==> src/rtl/lc2k_exec_unit.sv <==
// rtl/lc2k_exec_unit.sv - LC2K execute stage: operand-B mux, ALU, branch compare
// and halt-gated result/branch/cycle registers.
module lc2k_exec_unit (
  input  logic        clk,
  input  logic        rst_n,
  input  logic [31:0] aluValA,
  input  logic [31:0] regBvalue,
  input  logic [31:0] offsetExtended,
  input  logic        CONTROL_ALUvalB,
  input  logic [1:0]  CONTROL_OPERATION,
  input  logic        CONTROL_HALT,
  output logic [31:0] aluValB,
  output logic [31:0] aluResult,
  output logic        CONTROL_BEQ,
  output logic [31:0] aluResult_q,
  output logic        beq_q,
  output logic [31:0] cycle_count
);

  localparam logic [1:0] OP_ADD = 2'b00;
  localparam logic [1:0] OP_NOR = 2'b01;
  localparam logic [1:0] OP_MEM = 2'b10;
  localparam logic [1:0] OP_BEQ = 2'b11;

  logic [31:0] result_d, result_q;
  logic        beq_d, beq_reg_q;
  logic [31:0] cycle_d, cycle_q;

  assign aluValB = CONTROL_ALUvalB ? offsetExtended : regBvalue;

  always_comb begin
    result_d = 32'd0;
    case (CONTROL_OPERATION)
      OP_ADD:  result_d = aluValA + aluValB;
      OP_NOR:  result_d = ~(aluValA | aluValB);
      OP_MEM:  result_d = aluValA + aluValB;
      OP_BEQ:  result_d = aluValA - aluValB;
      default: result_d = 32'd0;
    endcase
  end

  assign aluResult = result_d;
  // Branch flag is only meaningful for the subtract/compare operation.
  assign beq_d       = (CONTROL_OPERATION == OP_BEQ) && (aluValA == aluValB);
  assign CONTROL_BEQ = beq_d;
  assign cycle_d     = cycle_q + 32'd1;

  always_ff @(posedge clk or negedge rst_n) begin
    if (!rst_n) begin
      result_q  <= 32'd0;
      beq_reg_q <= 1'b0;
      cycle_q   <= 32'd0;
    end else if (!CONTROL_HALT) begin
      result_q  <= result_d;
      beq_reg_q <= beq_d;
      cycle_q   <= cycle_d;
    end
  end

  assign aluResult_q = result_q;
  assign beq_q       = beq_reg_q;
  assign cycle_count = cycle_q;

endmodule

==> config.mk <==
export PLATFORM = sky130hd
export DESIGN_NAME = lc2k_exec_unit
export DESIGN_NICKNAME = d
export VERILOG_FILES = /design/src/rtl/lc2k_exec_unit.sv
export SDC_FILE = /design/constraint.sdc
export NUM_CORES = 1
export LEC_CHECK = 0
export CAP_MARGIN = 20
export CORE_AREA = 2 2 187 189
export CTS_BUF_LIST = sky130_fd_sc_hd__clkbuf_16
export DETAILED_ROUTE_END_ITERATION = 6
export DIE_AREA = 0 0 189 191
export DONT_BUFFER_PORTS = 1
export PLACE_DENSITY = 0.48
export SLEW_MARGIN = 30
export SYNTH_ARGS = -nofsm -noshare
export SYNTH_HDL_FRONTEND = slang
export SYNTH_SLANG_ARGS = --single-unit
==> constraint.sdc <==
create_clock -name clk -period 3.3 [get_ports clk]
set_input_delay 0.165 -clock clk [delete_from_list [all_inputs] [get_ports clk]]
set_output_delay 0.165 -clock clk [all_outputs]
set_load 0.005 [all_outputs]
# Word-level counts from Yosys, hierarchy flattened
# Cells that the tools add are included.
[op_classes] add_sub_neg=3 n_eq_ne=4 muxes=2 bitwise_logic=2 reduce_logical=3
[op_table] operator="one-hot mux 32 bit (3 select lines)" n=1
[op_table] operator="adder 32 x 1 -> 32 bit (second input constant)" n=1
[op_table] operator="adder 32 bit" n=1
[op_table] operator="== test 32 bit" n=1
[op_table] operator="2-to-1 mux 32 bit" n=1
[op_table] operator="inverter 32 bit" n=1
[op_table] operator="OR 32 bit" n=1
[op_table] operator="subtractor 32 bit" n=1
[op_table] operator="== test 2 bit (second input constant)" n=2
[op_table] operator="== test 2 x 1 -> 1 bit (second input constant)" n=1
[op_table] operator="zero test 2 bit" n=1
[op_table] operator="OR reduction 2 bit" n=1
[op_table] operator="logical AND 1 bit" n=1
[totals] reg_bits=65 in_bits=102 elab_cells=17

# Depth between registers and ports, before layout
# Gate-level depths: netlist (run 1).
[depth] word_depth=4 depth_mapped=15 ltp_nobuf=13

# Worst setup path before layout (run 1)
# No wires, ideal clock.
[synth_path] path_kind="input to output" startpoint="in CONTROL_ALUvalB" endpoint="out aluResult[22]" t_arrival_ps=3431 required_time_ps=3135 slack_ps=-296 stages=15 path_buffers=2 path_cell_list="clkbuf_1 buf_1 mux2i_1 inv_1 ha_1 inv_1 fa_1 nand2b_1 a2111o_1 a31o_1 o21a_4 o31ai_4 nor2_1 o21a_1 nor3_1"
[synth_between] elab_cells_between_ends=6 classes_between="add/sub (2); mux (2); bitwise (2)"
[synth_lines] item="from (decl)" line="9" text="input logic CONTROL_ALUvalB,"
[synth_lines] item="2-to-1 mux 32 bit *" line="29" text="assign aluValB = CONTROL_ALUvalB ? offsetExtended : regBvalue;"
[synth_lines] item="net aluValB[0]" line="12" text="output logic [31:0] aluValB,"
[synth_lines] item="subtractor 32 bit or adder 32 bit (tied branches)" line="37, 34, 36"
[synth_lines] item="one-hot mux 32 bit (3 select lines) *" line="33" text="case (CONTROL_OPERATION)"
[synth_lines] item="to (decl)" line="13" text="output logic [31:0] aluResult,"
# Mark *: on every way through the listed nets, which the timed path passes. The rest lies on a longest branch.

# Final worst setup path (run 1)
[layout_path] startpoint="in CONTROL_ALUvalB" endpoint="out aluResult[22]"
[layout_between] elab_chain_len=4 elab_cells_between_ends=6 classes_between="add/sub (2); mux (2); bitwise (2)"
[layout_rtl] item="2-to-1 mux 32 bit *" line="29"
[layout_rtl] item="branches (longest 2 deep; another with subtractor 32 bit)"
[layout_rtl] item="one-hot mux 32 bit (3 select lines) *" line="33"
# Mark *: on every way between the ends.

==> flow_summary.json, run 1 <==
{
  "hold_violations": 0,
  "drtIter0Drc": 596,
  "num_rows": 68,
  "port_buffers": 0,
  "cts_buffers": 9,
  "cp-end-kind": "output pin",
  "yosysWarningCount": 0,
  "gp_congestion": 0.9159,
  "setup_violations": 0,
  "yosysTopAreaCell": "dfrtp_1",
  "tightest_slew_ns": 0.6682,
  "min_from": "CONTROL_OPERATION[0]",
  "initial_core_util_pct": 24.60,
  "final_antenna_net_count": 0,
  "ioPinCount": 232,
  "syn_area_per_cell_um2": 7.875,
  "clk_pin_slew_worst_paths_ns": 0.06,
  "wl_mm": 32.63,
  "ys_ff_latch": 65,
  "clock_latency_ns": 0.34,
  "die_y_um": 191,
  "crit_fanout": 32,
  "grt_max_degree": 66,
  "synth-edff-count": 0,
  "cp-start-kind": "input port",
  "cts_buffer_depth": 2,
  "cp-startpoint": "CONTROL_ALUvalB",
  "instances_no_fill": 1576,
  "finClkSkew_ns": 0.01191,
  "async_flop_share_pct": 100.0,
  "dieArea_um2": 36100,
  "hp-class": "in -> reg",
  "p_leak_uw": 0.004630,
  "dp_hpwl_mm": 25.86,
  "nets": 1336,
  "cap_viol_max_count": 0,
  "syn-cell-area_um2": 8394,
  "r2r-start": "cycle_count[2]$_DFFE_PN0N_",
  "cts_root_buf": "clkbuf_16",
  "antenna_found_initial": 0,
  "synth_ff_type": "dfrtp_1",
  "cts_sinks": 65,
  "grt_pass1_wl_mm": 48.81,
  "fin_util_pct": 28.79,
  "seq_area_frac_synth_pct": 19.38,
  "grt-ovfl-total": 0,
  "grt_pass1_vias": 7898,
  "routed-via-count": 7941,
  "relSlewSlack_pct": 54.98,
  "diodes": 0,
  "synth_top_area_share_pct": 19.38,
  "fin_crit_sh_pct": 96.20,
  "critPathKind": "in -> out",
  "setup_tns_ns": 0,
  "htreeDepth": 3,
  "layout-drive-gt1-share_pct": 14.72,
  "num-fill-cells": 3691,
  "synth_cell_types": 82,
  "worst_hold_slack_ns": 0.02139,
  "track_usage_pct": 17.63,
  "vias_per_cell": 5.039,
  "max-vdd-ir-drop_mv": 0.2714,
  "synth_fp_nets": 1286,
  "worstPathArrival_ns": 3.01,
  "power_density_nw_per_um2": 387.2,
  "stdcell_area_um2": 9823,
  "max_freq_mhz": 315.0,
  "placed_cells": 1556,
  "drc_errors": 0,
  "synthCells": 1066,
  "yosys-top-cells-area": "dfrtp_1, ha_1, mux2i_1",
  "fp.dieW_um": 189,
  "drv_slew": 0,
  "min_period_ns": 3.175,
  "yosys-top-cells-count": "ha_1, nor2_1, inv_1",
  "dpl_cell_area_um2": 9390,
  "area_growth_syn_to_layout_pct": 17.02,
  "status": "finished, final reports clean",
  "drt-wirelength-per-cell_um": 20.71,
  "cts_tree": "yes",
  "first_pass_iters": 5,
  "synth_most_common_cell": "ha_1",
  "design.core.area_um2": 34120,
  "crit_required_ns": 3.13,
  "grt_setup_unrepaired": "no"
}
==> placed cells by master, fill, tap and decap left out, types with 4 or more instances in the layout <==
cell type    n
o211ai_1    10
clkinv_4     4
xor2_1      22
nand2_1     84
a21o_1      16
nand2b_1    16
or3_1       10
clkbuf_16    9
nand4_1     13
nor3_1      28
o221ai_1     4
mux2_2      19
ha_1       114
o21ai_0     45
xnor2_1     41
o21ai_1      5
nor2_1      94
a211oi_1     9
nand3_1     28
o31ai_1     10
inv_1       93
o21bai_1    15
buf_4       83
or2_2        4
nor4_1       4
a31oi_1     13
a21oi_1     84
and3_1      16
dfrtp_1     65
nor3b_1      4
o21a_1       6
mux2i_2      5
nor2b_1     20
mux2i_1     41
==> worst max-delay path, stage by stage <==
cell and delay [ns]:
mux2i_2 0.18, inv_2 0.09, ha_2 0.17, inv_1 0.05
fa_2 0.34, nand2b_4 0.15, a2111o_1 0.44, a31o_1 0.22
o21a_4 0.24, o31ai_4 0.30, buf_6 0.16, nand2_1 0.07
a21oi_2 0.18, nor3_1 0.09, buf_4 0.14
==> final cells by class <==
cell class	instances	area, um^2	area share [%]
Sequential cell	65	1627	16.56
Inverter	97	364.1	3.707
Multi-Input combinational cell	856	6267	63.80
Timing Repair Buffer	87	691.9	7.044
Tap cell	455	569.3	5.795
Clock buffer	9	225.2	2.293
Clock inverter	7	78.83	0.8024
==> where the power goes <==
group | switching, uW | internal [uW]
Combinational | 985 | 713
Sequential | 148 | 921
Clock | 444 | 593
Total | 1580 | 2230
==> routing by layer <==
layer | vias to the layer above | share of wire (%) | wire length (um) | GRT usage (%)
li1 | 3817 | - | - | -
met3 | 25 | 7.4 | 2413 | 4.424
met5 | - | 0 | 0 | 0
met4 | 0 | 1.5 | 474 | 3.365
met2 | 271 | 46 | 15000 | 29.11
met1 | 3828 | 45 | 14750 | 23.31
==> sequential cells by signal, summed over array words and instances, names as in the netlist <==
signal	count
aluResult_q	32
cycle_count	32
beq_q	1
==> through the flow <==
step | setup slack (ns) | total power [uW]
after floorplan | 0.04382 | 2160
after global routing | 0.0001779 | 4063
after CTS | 0.007602 | 3829
after detailed placement | 0.009216 | 2722
final | 0.1253 | 3804
after global placement | 0.05769 | 2721
==> what timing repair did <==
action	CTS	global route
setup buffers	0	1
endpoints found under the setup margin	0	16
resized for setup	0	19
hold endpoints to repair	81	0
hold buffers	3	0
==> final timing paths <==
check / to / cells past startpoint / slack [ns]
setup / recovery: aluResult[22] / 15 / 0.13
hold / removal: aluResult_q[31]$_DFFE_PN0N_ / 1 / 0.02
setup reg to reg: cycle_count[28]$_DFFE_PN0N_ / 8 / 1.06
hold reg to reg: cycle_count[31]$_DFFE_PN0N_ / 1 / 0.49
max in group asynchronous: aluResult_q[19]$_DFFE_PN0N_ / 2 / 2.60
min in group asynchronous: cycle_count[17]$_DFFE_PN0N_ / 2 / 0.38
==> logic make-up after synthesis <==
kind of cell	Yosys count	synth area share, %
AO/OA/AOI/OAI	270	21.70
XOR/XNOR	63	6.573
AND/OR/NAND/NOR	339	19.69
adder cells (fa/ha/maj)	118	17.77
flip-flops	65	19.38
multiplexers	66	8.213
buffers and inverters	145	6.678
Power figures use the tool's default switching activity.
==> run 2: changes to the inputs <==
MAX_ROUTING_LAYER = met4   (was default)
clock period = 2.8 ns   (was 3.3 ns; I/O delays follow)
==> run 2 against run 1 <==
Highest routed layer unchanged. Combinational power is 49% higher. The run now ends with negative setup slack left. Via count increased by 9.7%. Hold slack better by 0.0010 ns. Largest power group unchanged. Critical endpoint is now aluResult[24]. Largest cell class unchanged. Core utilization is 5.4 points higher. Die area stayed put.
==> flow_summary.json, run 2 (same netlist as run 1, synthesis figures left out) <==
{
  "cp.depth": 15,
  "die_y_um": 191,
  "htreeDepth": 3,
  "dp_hpwl_mm": 26.50,
  "vias_per_cell": 4.946,
  "first_pass_iters": 5,
  "p_total_uw": 5140,
  "drtIter0Drc": 504,
  "worst_slack_ns": -0.2923,
  "power_density_nw_per_um2": 440.9,
  "crit_family": "compound AO/OA/AOI/OAI gates",
  "grt_pass1_wl_mm": 50.41,
  "path_cells": "mux2i_4 -> inv_2 -> buf_6 -> ha_4 -> inv_2 -> fa_2 -> nand2b_4 -> a2111o_1 -> a31o_1 -> o21a_4 -> o211ai_1 -> mux2i_2 -> buf_4 -> o311ai_4 -> buf_4",
  "drc_errors": 0,
  "grt_pass1_vias": 8625,
  "hold_violations": 0,
  "cts_tree": "yes",
  "violations": "negative setup slack",
  "ff2ff_path_depth": 8,
  "relSlewSlack_pct": 56.53,
  "wl_mm": 33.63,
  "drv_slew": 0,
  "layout-drive-gt1-share_pct": 30.83,
  "grt_max_degree": 66,
  "crit_fanout": 32,
  "grt-ovfl-total": 0,
  "grt_use_met2_pct": 30.09,
  "p_leak_uw": 0.005571,
  "use_met1_pct": 23.72,
  "tightest_slew_ns": 0.6452,
  "drt-wirelength-per-cell_um": 19.08,
  "status": "complete, but fails checks",
  "cp-start-kind": "input port",
  "fin_crit_sh_pct": 110.4,
  "crit_required_ns": 2.66,
  "antenna_found_initial": 0,
  "clk_pin_slew_worst_paths_ns": 0.08,
  "hp-class": "in -> reg",
  "cts_buffer_depth": 2,
  "critPathKind": "in -> out",
  "finClkSkew_ns": 0.004639,
  "min_period_ns": 3.092,
  "max-vdd-ir-drop_mv": 0.3107,
  "max_freq_mhz": 323.4,
  "hold_depth": 3,
  "layout_common_cells": "buf_4, ha_1, inv_1, nor2_1, nand2_1",
  "design.core.area_um2": 34120,
  "crit_buf_inv": 5,
  "cpPeakStageDelay_ns": 0.39,
  "track_usage_pct": 18.82,
  "cts_root_buf": "clkbuf_16",
  "clock_latency_ns": 0.35,
  "routed-via-count": 8715,
  "area_growth_syn_to_layout_pct": 38.89,
  "cp-end-kind": "output pin",
  "cap_viol_max_count": 0,
  "port_buffers": 0,
  "grt.busiest_layer": "met2",
  "final_antenna_net_count": 0,
  "grt_setup_unrepaired": "yes",
  "gp_congestion": 0.8913,
  "fin_util_pct": 34.17,
  "initial_core_util_pct": 24.60,
  "final_common_cell": "buf_4",
  "fp.dieW_um": 189,
  "grt_use_met3_pct": 4.957,
  "setup_violations": 17,
  "cts_buffers": 9,
  "slowest_stage": "a2111o_1",
  "diodes": 0,
  "num_rows": 68,
  "cts_sinks": 65,
  "nets": 1522,
  "worstPathArrival_ns": 2.95,
  "ioPinCount": 232,
  "dieArea_um2": 36100
}
[run 2: layer usage]
metal  up-vias  routed length, um
li1       4200                  -
met1      4172              15080
met2       303              15380
met3        40               2600
met4         0                573
met5         -                  0
[run 2: report_power, final]
part	total (uW)	internal [uW]	switching, uW
Sequential	1260	1080	176
Combinational	2540	1240	1300
Clock	1340	791	547
Total	5140	3120	2020
[run 2: layout make-up]
cell class | count | area [um^2]
clock buffer | 9 | 225.2
clock inverter | 7 | 100.1
fill | 3633 | 22460
inverter | 97 | 364.1
multi-input combinational | 856 | 6645
sequential | 65 | 1627
tap | 455 | 569.3
timing repair buffer | 273 | 2128
[run 2: timing repair]
item	CTS	global route
hold buffers	4	0
hold endpoints to repair	82	0
buffers inserted	12	16
endpoints found under the setup margin	19	32
resized for setup	32	64
pin swaps	20	29
[run 2: final timing paths]
kind,endpoint,slack (ns),startpoint
max in group asynchronous,aluResult_q[29]$_DFFE_PN0N_,2.13,rst_n
max,aluResult[24],-0.29,CONTROL_ALUvalB
min in group asynchronous,cycle_count[7]$_DFFE_PN0N_,0.34,rst_n
max reg2reg,cycle_count[31]$_DFFE_PN0N_,0.59,cycle_count[2]$_DFFE_PN0N_
min reg2reg,cycle_count[31]$_DFFE_PN0N_,0.49,cycle_count[31]$_DFFE_PN0N_
min,aluResult_q[19]$_DFFE_PN0N_,0.02,CONTROL_OPERATION[0]
[run 2: worst reg2reg max path, stage by stage, from the launching register on]
cell	delay (ns)
dfrtp_1	0.44
and3b_1	0.24
and3_1	0.21
nor2b_1	0.26
nand4_1	0.17
nor2_1	0.32
nand2_1	0.17
nor3_1	0.19
xor2_1	0.16
[run 2: stage by stage]
stage,area [um^2],cells,setup WS (ns),TNS [ns],hold slack [ns]
after detailed placement,10670,1718,-0.6849,-5.602,-0.1522
final,11660,1762,-0.2923,-2.458,0.02242
after global placement,10670,1718,-0.5994,-4.759,-0.1524
after CTS,11250,1747,-0.3016,-3.082,0.005676
after floorplan,8477,1066,-0.1928,-2.235,-0.1556
after global routing,11660,1762,-0.4058,-4.878,0.02345
